==> src/rtl/spi_cmd_sequencer_pkg.sv <==
// Shared types, opcode defaults and helpers for the SPI command sequencer.
package spi_seq_pkg;

  localparam logic [7:0] SEQ_WR_OP   = 8'hA1;
  localparam logic [7:0] SEQ_RD_OP   = 8'hA2;
  localparam int         INIT_ADDR_W = 16;
  localparam int         INIT_DATA_W = 16;

  typedef enum logic [2:0] {
    ST_INIT = 3'd0,
    ST_IDLE = 3'd1,
    ST_LOAD = 3'd2,
    ST_SEND = 3'd3,
    ST_WAIT = 3'd4,
    ST_DONE = 3'd5,
    ST_RESP = 3'd6
  } seq_state_t;

  typedef struct packed {
    logic [INIT_ADDR_W-1:0] addr;
    logic [INIT_DATA_W-1:0] data;
  } init_entry_t;

  function automatic int frame_bytes(input int addr_w, input int data_w);
    return 1 + addr_w / 8 + data_w / 8;
  endfunction

endpackage

==> src/rtl/spi_cmd_sequencer_init_rom.sv <==
// Combinational init register table replayed by the sequencer after reset.
module spi_init_rom import spi_seq_pkg::*; #(
  parameter int ENT_W = 4
) (
  input  logic [ENT_W-1:0] entry,
  output init_entry_t      value
);

  // Table lookup; unused indices read as zero.
  always_comb begin
    value = '{addr: 16'h0000, data: 16'h0000};
    case (32'(entry))
      32'd0:   value = '{addr: 16'h0030, data: 16'h0001};
      32'd1:   value = '{addr: 16'h00f3, data: 16'h0000};
      32'd2:   value = '{addr: 16'h00f9, data: 16'hc007};
      32'd3:   value = '{addr: 16'h0000, data: 16'h0000};
      32'd4:   value = '{addr: 16'h0001, data: 16'h0000};
      32'd5:   value = '{addr: 16'h0033, data: 16'h0001};
      32'd6:   value = '{addr: 16'h00a0, data: 16'h0000};
      32'd7:   value = '{addr: 16'h00a2, data: 16'h0001};
      32'd8:   value = '{addr: 16'h0038, data: 16'h0000};
      32'd9:   value = '{addr: 16'h0031, data: 16'h0001};
      default: value = '{addr: 16'h0000, data: 16'h0000};
    endcase
  end

endmodule

==> src/rtl/spi_cmd_sequencer.sv <==
// Serialises host/init register commands into opcode/address/data SPI frames.
// Optional watchdog abort on a stalled SPI master: define SPI_SEQ_TIMEOUT_EN.
module spi_cmd_sequencer import spi_seq_pkg::*; #(
  parameter int         ADDR_W      = 16,
  parameter int         DATA_W      = 16,
  parameter int         INIT_DEPTH  = 10,
  parameter logic [7:0] WR_OP       = SEQ_WR_OP,
  parameter logic [7:0] RD_OP       = SEQ_RD_OP,
  parameter int         FRAME_BYTES = frame_bytes(ADDR_W, DATA_W)
) (
  input  logic                             clk40M,
  input  logic                             rst,
  input  logic                             cmd_valid,
  output logic                             cmd_ready,
  input  logic [7:0]                       cmd_op,
  input  logic [ADDR_W-1:0]                cmd_addr,
  input  logic [DATA_W-1:0]                cmd_data,
  output logic                             rsp_valid,
  output logic [DATA_W-1:0]                rsp_data,
  output logic                             rsp_err,
  output logic                             init_done,
  output logic                             busy,
  output logic [$clog2(FRAME_BYTES+1)-1:0] spi_tx_count,
  output logic [7:0]                       spi_tx_byte,
  output logic                             spi_tx_dv,
  input  logic                             spi_tx_ready,
  input  logic                             spi_rx_dv,
  input  logic [7:0]                       spi_rx_byte
);

  localparam int IDX_W   = $clog2(FRAME_BYTES + 1);
  localparam int ENT_W   = (INIT_DEPTH > 1) ? $clog2(INIT_DEPTH) : 1;
  localparam int FRAME_W = 8 * FRAME_BYTES;
  localparam logic [IDX_W-1:0] LAST_IDX = IDX_W'(FRAME_BYTES - 1);
  localparam logic [IDX_W-1:0] RX_FIRST = IDX_W'(1 + ADDR_W / 8);
  localparam logic [IDX_W-1:0] RX_FULL  = IDX_W'(FRAME_BYTES);
  localparam logic [ENT_W-1:0] LAST_ENT = ENT_W'((INIT_DEPTH > 0) ? INIT_DEPTH - 1 : 0);

  seq_state_t           state_r;
  logic [IDX_W-1:0]     idx_r;
  logic [IDX_W-1:0]     rx_cnt_r;
  logic [ENT_W-1:0]     entry_r;
  logic [FRAME_W-1:0]   frame_r;
  logic [DATA_W-1:0]    rd_data_r;
  logic                 is_init_r;
  logic                 is_read_r;
  logic                 err_pend_r;
  logic                 ready_q_r;

  init_entry_t          rom_entry_s;
  logic [FRAME_W-1:0]   init_frame_s;
  logic [FRAME_W-1:0]   host_frame_s;
  logic [7:0]           tx_byte_s;
  logic                 ready_rise_s;
  logic                 wdog_hit_s;

  spi_init_rom #(.ENT_W(ENT_W)) u_rom (
    .entry (entry_r),
    .value (rom_entry_s)
  );

  assign spi_tx_count = IDX_W'(FRAME_BYTES);

  // Frame images are little-endian byte vectors: byte 0 is the opcode.
  always_comb begin
    ready_rise_s = spi_tx_ready & ~ready_q_r;
    init_frame_s = {DATA_W'(rom_entry_s.data), ADDR_W'(rom_entry_s.addr), WR_OP};
    host_frame_s = {(cmd_op == RD_OP) ? {DATA_W{1'b0}} : cmd_data, cmd_addr, cmd_op};
    tx_byte_s    = 8'(frame_r >> {idx_r, 3'b000});
  end

`ifdef SPI_SEQ_TIMEOUT_EN
  logic [15:0] wdog_r;

  // Watchdog runs only while waiting on the SPI master; each strobe restarts it.
  always_ff @(posedge clk40M or posedge rst) begin
    if (rst) begin
      wdog_r <= 16'h0000;
    end else if ((state_r == ST_WAIT || state_r == ST_DONE) && wdog_r != 16'hFFFF) begin
      wdog_r <= wdog_r + 16'h0001;
    end else if (state_r != ST_WAIT && state_r != ST_DONE) begin
      wdog_r <= 16'h0000;
    end
  end

  assign wdog_hit_s = (wdog_r == 16'hFFFF);
`else
  assign wdog_hit_s = 1'b0;
`endif

  // Sequencer FSM with registered handshake, response and SPI strobe outputs.
  always_ff @(posedge clk40M or posedge rst) begin
    if (rst) begin
      state_r     <= ST_INIT;
      idx_r       <= '0;
      rx_cnt_r    <= '0;
      entry_r     <= '0;
      frame_r     <= '0;
      rd_data_r   <= '0;
      is_init_r   <= 1'b0;
      is_read_r   <= 1'b0;
      err_pend_r  <= 1'b0;
      ready_q_r   <= 1'b0;
      cmd_ready   <= 1'b0;
      rsp_valid   <= 1'b0;
      rsp_data    <= '0;
      rsp_err     <= 1'b0;
      init_done   <= 1'b0;
      busy        <= 1'b0;
      spi_tx_byte <= 8'h00;
      spi_tx_dv   <= 1'b0;
    end else begin
      ready_q_r <= spi_tx_ready;
      spi_tx_dv <= 1'b0;
      rsp_valid <= 1'b0;

      // rx bytes past the address phase shift in from the top, so LSB-first lands in order.
      if (state_r != ST_LOAD && spi_rx_dv && rx_cnt_r != RX_FULL) begin
        rx_cnt_r <= rx_cnt_r + IDX_W'(1);
        if (rx_cnt_r >= RX_FIRST) begin
          rd_data_r <= DATA_W'({spi_rx_byte, rd_data_r} >> 8);
        end
      end

      case (state_r)
        ST_INIT: begin
          is_read_r <= 1'b0;
          if (INIT_DEPTH == 0) begin
            init_done <= 1'b1;
            cmd_ready <= 1'b1;
            state_r   <= ST_IDLE;
          end else begin
            is_init_r <= 1'b1;
            state_r   <= ST_LOAD;
          end
        end
        ST_IDLE: begin
          if (cmd_valid && cmd_ready) begin
            cmd_ready <= 1'b0;
            frame_r   <= host_frame_s;
            is_init_r <= 1'b0;
            is_read_r <= (cmd_op == RD_OP);
            if (cmd_op != WR_OP && cmd_op != RD_OP) begin
              err_pend_r <= 1'b1;
              state_r    <= ST_RESP;
            end else begin
              err_pend_r <= 1'b0;
              state_r    <= ST_LOAD;
            end
          end
        end
        ST_LOAD: begin
          idx_r     <= '0;
          rx_cnt_r  <= '0;
          rd_data_r <= '0;
          busy      <= 1'b1;
          if (is_init_r) begin
            frame_r <= init_frame_s;
          end
          state_r <= ST_SEND;
        end
        ST_SEND: begin
          if (spi_tx_ready) begin
            spi_tx_byte <= tx_byte_s;
            spi_tx_dv   <= 1'b1;
            state_r     <= ST_WAIT;
          end
        end
        ST_WAIT, ST_DONE: begin
          if (wdog_hit_s) begin
            if (is_init_r) begin
              is_init_r <= 1'b0;
              busy      <= 1'b0;
              cmd_ready <= 1'b1;
              state_r   <= ST_IDLE;
            end else begin
              err_pend_r <= 1'b1;
              state_r    <= ST_RESP;
            end
          end else if (state_r == ST_WAIT) begin
            if (ready_rise_s) begin
              if (idx_r == LAST_IDX) begin
                state_r <= ST_DONE;
              end else begin
                idx_r   <= idx_r + IDX_W'(1);
                state_r <= ST_SEND;
              end
            end
          end else if (!is_read_r || rx_cnt_r == RX_FULL) begin
            if (is_init_r) begin
              entry_r <= entry_r + ENT_W'(1);
              if (entry_r == LAST_ENT) begin
                init_done <= 1'b1;
                is_init_r <= 1'b0;
                busy      <= 1'b0;
                cmd_ready <= 1'b1;
                state_r   <= ST_IDLE;
              end else begin
                state_r <= ST_LOAD;
              end
            end else begin
              state_r <= ST_RESP;
            end
          end
        end
        ST_RESP: begin
          rsp_valid <= 1'b1;
          rsp_err   <= err_pend_r;
          rsp_data  <= (is_read_r && !err_pend_r) ? rd_data_r : '0;
          busy      <= 1'b0;
          cmd_ready <= 1'b1;
          state_r   <= ST_IDLE;
        end
        default: begin
          state_r   <= ST_INIT;
          cmd_ready <= 1'b0;
          busy      <= 1'b0;
        end
      endcase
    end
  end

endmodule

==> config.mk <==
export PLATFORM = sky130hd
export DESIGN_NAME = spi_cmd_sequencer
export DESIGN_NICKNAME = d
export VERILOG_FILES = /design/src/rtl/spi_cmd_sequencer_pkg.sv /design/src/rtl/spi_cmd_sequencer_init_rom.sv /design/src/rtl/spi_cmd_sequencer.sv
export SDC_FILE = /design/constraint.sdc
export NUM_CORES = 1
export LEC_CHECK = 0
export BUFFER_PORTS_ARGS = -buffer_cell sky130_fd_sc_hd__buf_4
export CORE_UTILIZATION = 51
export CTS_CLUSTER_SIZE = 25
export DETAILED_ROUTE_END_ITERATION = 12
export PLACE_DENSITY_LB_ADDON = 0.1
export SKIP_CTS_REPAIR_TIMING = 1
export SLEW_MARGIN = 0
export SYNTH_ARGS = -nofsm -noshare
export SYNTH_HDL_FRONTEND = slang
export SYNTH_HIERARCHICAL = 1
export SYNTH_SLANG_ARGS = --single-unit
==> constraint.sdc <==
create_clock -name clk40M -period 2.95 [get_ports clk40M]
set_input_delay 0.1475 -clock clk40M [delete_from_list [all_inputs] [get_ports clk40M]]
set_output_delay 0.1475 -clock clk40M [all_outputs]
set_load 0.03 [all_outputs]
# After elaboration in Yosys (flattened, before gate mapping)

Memory sizes are Yosys's and may differ from the RTL's.
Index checks and enable logic that the tools add are counted.
Widths: inputs -> output; s select.

Add/subtract/negate cells: 3
Multiply operators: 0
Div/mod/pow operators: 0
Order comparisons: 1
Equal/unequal tests: 26
Shifts and indexed selects: 1
Muxes and demuxes: 46
Bitwise logic cells: 5
Reduce and logical (&&, ||, !) cells: 30

Operator list:

| kind                | number |
|---|---|
| $mux 16             | 5 |
| $mux 40             | 2 |
| $pmux 40 s2         | 1 |
| $shr 40x6->8        | 1 |
| $mux 3              | 13 |
| $ne 2x2->1 const B  | 10 |
| $mux 1              | 18 |
| $pmux 3 s6          | 1 |
| $ne 8x8->1 const B  | 2 |
| $reduce_and 4->1    | 4 |
| $eq 3x3->1 const B  | 5 |
| $reduce_and 5->1    | 2 |
| $reduce_bool 2->1   | 5 |
| $ne 3x3->1 const B  | 3 |
| $eq 8x8->1 const B  | 1 |
| $reduce_and 2->1    | 4 |
| $add 3x1->3 const B | 2 |
| $eq 3x2->1 const B  | 2 |
| $pmux 1 s3          | 2 |
| $pmux 3 s2          | 1 |
| $reduce_and 6->1    | 1 |
| $reduce_or 3->1     | 2 |
| $logic_and 1x1->1   | 5 |
| $add 4x1->4 const B | 1 |
| other kinds (15)    | 19 |

Flip-flop bits (word level): 103
Bits in latches: 0
RAM bits: 0
Memory bits (read-only): 192
Logic and storage cells: 131
Memories kept: 1

Memories:

| memory           | words | bits a word | rd ports | clocked after memory_dff | wr ports | line                             | RTL |
|---|---|---|---|---|---|---|---|
| (name not given) | 16    | 12          | 1        | 0                        | 0        | spi_cmd_sequencer_init_rom.sv:12 | `case (32'(entry))` |

# Depth between registers and ports, before layout

Gate-level depths: netlist (run 1).

Word-level depth: 6
Gate-level depth with buffers: 8
Gate-level depth less buffers: 7

# Cells and area by module

The synthesis (run 1) kept the hierarchy.

Modules (own cells, without submodules):

| module            | times used | cells each | area each (um^2) |
|---|---|---|---|
| spi_cmd_sequencer | 1          | 466        | 4962.3 |
| spi_init_rom      | 1          | 53         | 404.1 |

# Worst setup path after synthesis (run 1)

Ideal clock, no wire load.

Path type: flip-flop to flip-flop
Start: register rx_cnt_r[0]
End: register rd_data_r[8]
Setup time: 0.132 ns
Arrival: 1.569 ns
Slack: 1.249 ns
Stages on the path, launching flop included: 8
Buffers on the path: 2
Clock period less this slack: 1.701 ns
Cells stage by stage: dfrtp_1 -> ha_1 -> a21boi_2 -> nor2b_1 -> buf_2 -> buf_6 -> mux2i_1 -> nor2_1

Cells in the longest elaborated chain, start to end: 4

Ends and longest elaborated chain:

| element                                                            | line                     | RTL |
|---|---|---|
| start: declaration                                                 | spi_cmd_sequencer.sv:41  | `logic [IDX_W-1:0] rx_cnt_r;` |
| start signal: assignment                                           | spi_cmd_sequencer.sv:119 | `rx_cnt_r <= rx_cnt_r + IDX_W'(1);` |
| parallel branches: the longest is 3 deep, another holds $ge 3x2->1 | --                       |  |
| $reduce_and 2->1 (no line) *                                       | --                       |  |
| end signal: assignment                                             | spi_cmd_sequencer.sv:121 | `rd_data_r <= DATA_W'({spi_rx_byte, rd_data_r} >> 8);` |
| end: declaration                                                   | spi_cmd_sequencer.sv:44  | `logic [DATA_W-1:0] rd_data_r;` |

Mark *: on every way between the ends.
A chain may end at the register's enable or synchronous reset.

# Worst setup path in the final report (run 1)

Start: register state_r[2]
End: register frame_r[34]

Cells in the longest elaborated chain, start to end: 3

Ends and longest elaborated chain:

| element                                                   | line                     | RTL |
|---|---|---|
| start: declaration                                        | spi_cmd_sequencer.sv:39  | `seq_state_t state_r;` |
| start signal: assignment                                  | spi_cmd_sequencer.sv:94  | `state_r <= ST_INIT;` |
| start signal: assignment                                  | spi_cmd_sequencer.sv:131 | `state_r <= ST_IDLE;` |
| start signal: assignment                                  | spi_cmd_sequencer.sv:134 | `state_r <= ST_LOAD;` |
| $eq 3x2->1 or $eq 3x1->1 (tied branches)                  | spi_cmd_sequencer.sv:125 | `case (state_r)` |
| $ne 2x2->1 (no line) or $reduce_bool 2->1 (tied branches) | --                       |  |
| $reduce_and 3->1 (no line)                                | --                       |  |
| end signal: assignment                                    | spi_cmd_sequencer.sv:140 | `frame_r <= host_frame_s;` |
| end signal: assignment                                    | spi_cmd_sequencer.sv:158 | `frame_r <= init_frame_s;` |
| end: declaration                                          | spi_cmd_sequencer.sv:43  | `logic [FRAME_W-1:0] frame_r;` |

Several ways; a longest one is shown, not always the timed one.

==> metrics.md, run 1 <==
| Metric | Value |
|---|---|
| TritonRoute pass-1 iters | 4 |
| Setup violators final | 0 |
| Leakage power | between 0.002 and 0.003 uW |
| CP arrival | roughly 2.3 ns |
| Critical path type | reg -> reg |
| Gate power share | 0.434 |
| Inserted Clock Buffers | 9 |
| Post-route ant nets | 0 |
| GRT overflow | 0 |
| Synth area leader | dfrtp_1 |
| Worst setup EP type | flop |
| Switching share of power | 0.420 |
| Internal power | 3380 uW |
| Placed inst area | roughly 5900 um^2 |
| Initial antenna violation count | 0 |
| Post-route non-filler standard cell count | between 700 and 800 |
| Final min period | between 2 and 2.5 ns |
| Most frequent cell after synthesis | dfrtp_1 |
| Worst slew pin tran | about 0.85 ns |
| Clock insertion delay at the later pin of the skew report | between 0.3 and 0.4 ns |
| Post-DP HPWL | roughly 8 mm |
| Post-route cell area | between 6000 and 7000 um^2 |
| Crit Reg-Reg Endpoint | frame_r[34] |
| Aggregate global-route resource usage | 0.210 |
| Nets@finish | roughly 650 |
| Max Transition Viols Final | 0 |
| DRC | 0 |
| EDFF count, synth | 0 |
| Seq/Total Area, Yosys | 0.480 |
| Status | finished, final reports clean |
| CTS tree | done |
| Layout cells sized above 1 | 0.229 |
| Async set-reset flop share out of synthesis | 1.00 |
| DR WL/cell | ~15 um |
| Setup TNS | 0 ns |
| Chip width | approximately 100 um |
| Vias in the first global route | between 3000 and 4000 |
| H-tree levels | 3 |
| Largest net degree at the start of global routing | between 60 and 70 |
| Final Wtd Congestion | between 0.8 and 0.9 |
| Max-cap violations | 0 |
| Synth area leaders | dfrtp_1, mux2i_1, nand2_1, buf_4, o21ai_0 |
| Yosys Warn Count | 6 |
| Fin. Hold Viols | 0 |
| Launch point of the worst reg-to-reg path | state_r[2] |
| Post-Route WL | 11.0 mm |
| Post-Synthesis Cells | 519 |
| Via-to-Cell Ratio | ~5.3 |
| Routed via count | about 3800 |
| CTS sink cnt | ~100 |
| Most frequent cells after synthesis | dfrtp_1, nand2_1, mux2i_1, o21ai_0, nor2_1 |
| IO Pins | 86 |
| Relative slew slack | 0.428 |
| Worst-path fanout max | 27 |
| Die Y | approximately 100 um |
| Proportion of power drawn by flip-flops and latches | 0.423 |
| Mean Syn Cell Area | between 10 and 15 um^2 |
| Period utilization | 0.716 |
| RSZ-0062 raised after global routing | false |
| Clock share of power | 0.143 |
| Number of DRC markers in iteration 0 | approximately 210 |
| Post-synth top area share | 0.480 |
| Synth Flop Type | dfrtp_1 |
| Layout area overhead | 13.9% |
| Hold Path Stages | 2 |
| Initial Util | 0.522 |
| FP Rows | 37 |
| Cell Pwr Density | 954 nW/um^2 |
| Port Buffer Count | 82 |
| # diodes | 0 |
| Clock buffer depth | 2 |
| Hold EP | frame_r[4] |
| HP Start | cmd_op[4] |
| Clk_skew | approximately 0.019 ns |
| Clk root buf | clkbuf_8 |
| Core region area | roughly 10000 um^2 |
| P_sw | between 2000 and 2500 uW |
| Max Fclk | around 470 MHz |
| Synthesized flop and latch total | between 100 and 150 |
| Critical path data required time | between 3 and 4 ns |
| Clock-pin slew on the worst setup and hold paths | between 0.1 and 0.15 ns |
| Library cells used by synthesis | between 50 and 60 |
| Mapped cell area | 5370 um^2 |
| Reg-to-reg slack, setup | roughly 0.84 ns |
| VDD IR max | 573 uV |
| Worst hold-check path type | in -> reg |
| Die ar. | 10900 um^2 |
| First-pass GRT wire length | between 15 and 20 mm |
| Dpl cells | just over 700 |
| FF-to-FF path depth | 4 |
| Worst Setup Start Kind | flop |
-- metal layers --
layer,GRT usage,routed length (um),vias up
met5,0,0,-
met4,0.0634,125,0
met2,0.349,5340,84
met3,0.0281,431,10
met1,0.289,5070,1850
li1,-,-,1886
-- area by class of cell --
class                           count  area, um^2
Tap cell                          136         170
Timing Repair Buffer               93         703
Multi-Input combinational cell    363        2420
Sequential cell                   103        2580
Clock inverter                      6        53.8
Clock buffer                       10         128
Inverter                           15        58.8
Fill cell                         940        4170
-- flip-flops by register name, summed over array words and instances (netlist names), 3 cells and up --
name and flops:
spi_tx_byte 8, frame_r 40, entry_r 4, rsp_data 16, state_r 3, rd_data_r 16, idx_r 3, rx_cnt_r 3
-- worst max-delay path, stage by stage (launching register included) --
cell	delay, ns
dfrtp_1	0.64
nor3b_2	0.52
buf_4	0.45
mux2i_1	0.25
o21ai_0	0.09
-- power groups by stage --
| stage | clock (uW) | combinational (uW) | sequential, uW |
|---|---|---|---|
| 2_1_floorplan | 0 | 2120 | 2380 |
| 3_3_place_gp | 0 | 2490 | 2470 |
| 3_5_place_dp | 0 | 2550 | 2500 |
| 4_1_cts | 854 | 2550 | 2470 |
| 5_1_grt | 906 | 2830 | 2550 |
| 6_report | 835 | 2530 | 2460 |
-- kinds of logic (layout without fill, tap and decap cells) --
family,count (synthesis),in the layout,synth area share
multiplexers,64,64,0.139
flip-flops,103,103,0.480
buffers and inverters,73,124,0.0842
XOR/XNOR,5,5,0.00816
AND/OR/NAND/NOR,145,145,0.123
AO/OA/AOI/OAI,115,115,0.138
adder cells (fa/ha/maj),11,11,0.0256
other,3,23,0.00210
-- cell usage in the layout (no fill, tap or decap), types with 13 or more instances in the layout --
cell,netlist,final
mux2i_1,53,53
conb_1,3,23
a21oi_1,16,16
nand2_1,72,72
o21ai_1,15,15
nor2_1,37,37
o21ai_0,42,42
buf_4,32,91
inv_1,14,13
dfrtp_1,103,103
-- stage by stage --
stage | utilization | total power, uW | hold slack [ns] | setup WS [ns]
after CTS | 0.593 | 5880 | -0.0829 | 0.858
final | 0.595 | 5830 | 0.0112 | 0.839
after global routing | 0.595 | 6280 | 0.00107 | 0.660
after detailed placement | 0.575 | 5040 | 0.305 | 0.888
after floorplan | - | 4490 | 0.179 | 0.0987
after global placement | 0.575 | 4960 | 0.307 | 0.921
-- worst max-delay path by stage --
stage	endpoint	cells past startpoint	from	slack, ns
final	frame_r[34]	4	state_r[2]	0.84
after global routing	frame_r[34]	4	state_r[2]	0.66
after CTS	frame_r[34]	4	state_r[2]	0.86
after detailed placement	frame_r[34]	4	state_r[2]	0.89
after global placement	frame_r[37]	5	cmd_op[2]	0.92
after floorplan	busy	1	rst	0.1
Power figures use the tool's default switching activity.
==> run 2, diff against run 1 <==
- ABC_AREA: default -> 1
- CORE_UTILIZATION: 51 -> 55
- clock period: 2.95 -> 2.1 ns (I/O delays scaled with it)
==> run 2 against run 1 <==
Net effect: the run now ends with hold timing left; via count is 28% higher; fmax is 18% higher; non-clock buffer count is 17 higher; largest cell class unchanged.
==> metrics.md, run 2 <==
| Metric | Value |
|---|---|
| Status | finished, violations left |
| Violated checks | hold timing |
| Post-synth top area share | 0.461 (-0.0189) |
| Post-route ant nets | 0 (unchanged) |
| Post-route non-filler standard cell count | 955 (+32%) |
| Critical path type | reg -> reg |
| Max FFs per register | 40 (unchanged) |
| CTS tree | done |
| Chip width | 103 um (-1.7%) |
| TritonRoute pass-1 iters | 5 (+1) |
| DR WL/cell | 13.6 um (-9.8%) |
| CTS sink cnt | 103 (unchanged) |
| Nets@finish | 881 (+36%) |
| Most frequent cells in the layout | nand2_1, dfrtp_1, buf_4 |
| Clock buffer depth | 2 (unchanged) |
| Die ar. | 10600 um^2 (-3.4%) |
| Setup TNS | 0 ns (unchanged) |
| Post-Synthesis Cells | 731 (+41%) |
| Vias in the first global route | 4505 (+24%) |
| Slowest Stage Delay on Critical Path | 0.58 ns (-0.06 ns) |
| Initial Util | 0.569 (+0.0468) |
| Cell breakdown of the critical path | nand2_4, nor2_8, nand2_1, nand2_2, buf_4, nor2_1, a31oi_1 |
| Hold slack | -0.0164 ns (-0.0275 ns) |
| Most frequent cells after synthesis | nand2_1, dfrtp_1, nor2_1, nand3_1, o21ai_0 |
| Cell Pwr Density | 631 nW/um^2 (-34%) |
| EDFF count, synth | 0 (unchanged) |
| Max Fclk | 558 MHz (+18%) |
| Routed via count | 4890 (+28%) |
| CP max-delay cell | dfrtp_1 |
| Synth area leader | dfrtp_1 |
| Clock insertion delay at the later pin of the skew report | 0.37 ns (about the same) |
| FP Rows | 36 (-2.7%) |
| Most frequent cell after synthesis | nand2_1 |
| Fin worst setup slack | 0.306 ns (-0.533 ns) |
| VDD IR max | 376 uV (-34%) |
| IO Pins | 86 (unchanged) |
| Synth Flop Type | dfrtp_1 |
| Final min period | 1.79 ns (-0.317 ns) |
| # fillers | 903 (-3.9%) |
| H-tree levels | 3 (unchanged) |
| Port Buffer Count | 82 (unchanged) |
| Dpl cells | 924 (+31%) |
| GRT overflow | 0 (unchanged) |
| Dpl ws | 0.320 ns (-0.568 ns) |
| Layout cells sized above 1 | 0.170 (-0.0585) |
| Largest registers | frame_r: 40 flops, rd_data_r: 16 flops, rsp_data: 16 flops |
| Critical path data required time | 2.39 ns (-0.78 ns) |
| Period utilization | 0.854 (+0.138) |
| Setup violators final | 0 (unchanged) |
| Clock-pin slew on the worst setup and hold paths | 0.10 ns (-0.02 ns) |
| Post-Route WL | 13.0 mm (+19%) |
| Layout area overhead | 17.2% |
| Largest net degree at the start of global routing | 59 (-6.3%) |
| Initial antenna violation count | 0 (unchanged) |
| Synthesized flop and latch total | 103 (unchanged) |
| Largest Register | frame_r |
| Clk root buf | clkbuf_8 |
| Core region area | 9820 um^2 (-4.5%) |
| Fin. Hold Viols | 6 (+6) |
| Aggregate global-route resource usage | 0.264 (+0.0536) |
| Worst hold-check path type | in -> reg |
| RSZ-0062 raised after global routing | false |
| DRC | 0 (unchanged) |
| Via-to-Cell Ratio | 5.12 (-2.9%) |
| Inserted Clock Buffers | 9 (unchanged) |
| Worst setup EP type | flop |
| Clk_skew | 0.0106 ns (-0.00796 ns) |
| Worst-path fanout max | 38 (+41%) |
| Synth area leaders | dfrtp_1, nand2_1, nor2_1, buf_4, nand3_1 |
| Async set-reset flop share out of synthesis | 1.00 (unchanged) |
| Number of DRC markers in iteration 0 | 191 (-7.7%) |
| Mean Syn Cell Area | 7.64 um^2 (-26%) |
| Worst slew pin tran | 1.06 ns (+0.210 ns) |
| Mapped cell area | 5590 um^2 (+4.1%) |
| Seq/Total Area, Yosys | 0.461 (-0.0189) |
| Max-cap violations | 0 (unchanged) |
| Max Transition Viols Final | 0 (unchanged) |
| # diodes | 0 (unchanged) |
| Yosys Warn Count | 6 (unchanged) |
| Final Wtd Congestion | 0.884 (+9.6%) |
| Relative slew slack | 0.289 (-0.139) |
| Commonest non-fill, non-tap cell in the layout | nand2_1 |
| CP arrival | 2.09 ns (-0.24 ns) |
| Leakage power | 0.00355 uW (+26%) |
| Die Y | 103 um (-1.7%) |
| Library cells used by synthesis | 39 (-32%) |
| First-pass GRT wire length | 21.4 mm (+18%) |
| Final Core Density | 0.667 (+0.0722) |
| Worst Setup Start Kind | flop |
| Post-DP HPWL | 9.33 mm (+18%) |
-- run 2: logic make-up after synthesis --
kind of cell    Yosys count  synth area share
fa+ha+maj                11            0.0246
other cells               3           0.00202
xor+xnor                  4           0.00627
flops                   103             0.461
simple gates            404             0.304
buf+inv                 104             0.101
compound gates          102             0.101
-- run 2: cell type report --
type                            count  area (um^2)  area share
Timing Repair Buffer              110          901       0.138
Clock inverter                      7         71.3      0.0109
Clock buffer                        9          124      0.0189
Multi-Input combinational cell    544         2520       0.384
Inverter                           49          190      0.0290
Sequential cell                   103         2580       0.394
Tap cell                          133          166      0.0254
-- run 2: final timing paths --
kind | from | to | slack, ns | cells after the start
min in group asynchronous | rst | entry_r[2] | 0.37 | 4
setup reg to reg | state_r[1] | frame_r[17] | 0.31 | 7
hold / removal | spi_rx_byte[2] | rd_data_r[10] | -0.02 | 3
setup / recovery | state_r[1] | frame_r[17] | 0.31 | 7
max in group asynchronous | rst | frame_r[1] | 1.43 | 4
hold reg to reg | rsp_data[10] | rsp_data[10] | 0.49 | 2
-- run 2: per-layer routing --
metal | global-route usage | up-vias | routed length [um]
li1 | - | 2451 | -
met1 | 0.358 | 2276 | 5970
met2 | 0.432 | 140 | 6220
met3 | 0.0400 | 23 | 570
met4 | 0.0943 | 0 | 257
met5 | 0 | - | 0
-- run 2: per-stage QoR --
step / total power [uW] / cell area (um^2)
detailed placement: 2900 / 6200
finish: 4130 / 6550
global route: 4340 / 6550
global placement: 2860 / 6200
floorplan: 2700 / 5670
CTS: 4150 / 6400
-- run 2: where the power goes --
group	internal, uW	total, uW	switching, uW	leakage (uW)
clock	551	1250	702	0.0000916
combinational	264	583	319	0.00216
sequential	2160	2300	135	0.00129
total	2980	4130	1160	0.00355
-- run 2: worst max-delay path: cells and delay by family (launching register included) --
| family | cells | cell delay, ns |
|---|---|---|
| and+or+nand+nor | 5 | 0.63 |
| DFF | 1 | 0.58 |
| buffers and inverters | 1 | 0.33 |
| AOI/OAI and AO/OA | 1 | 0.17 |
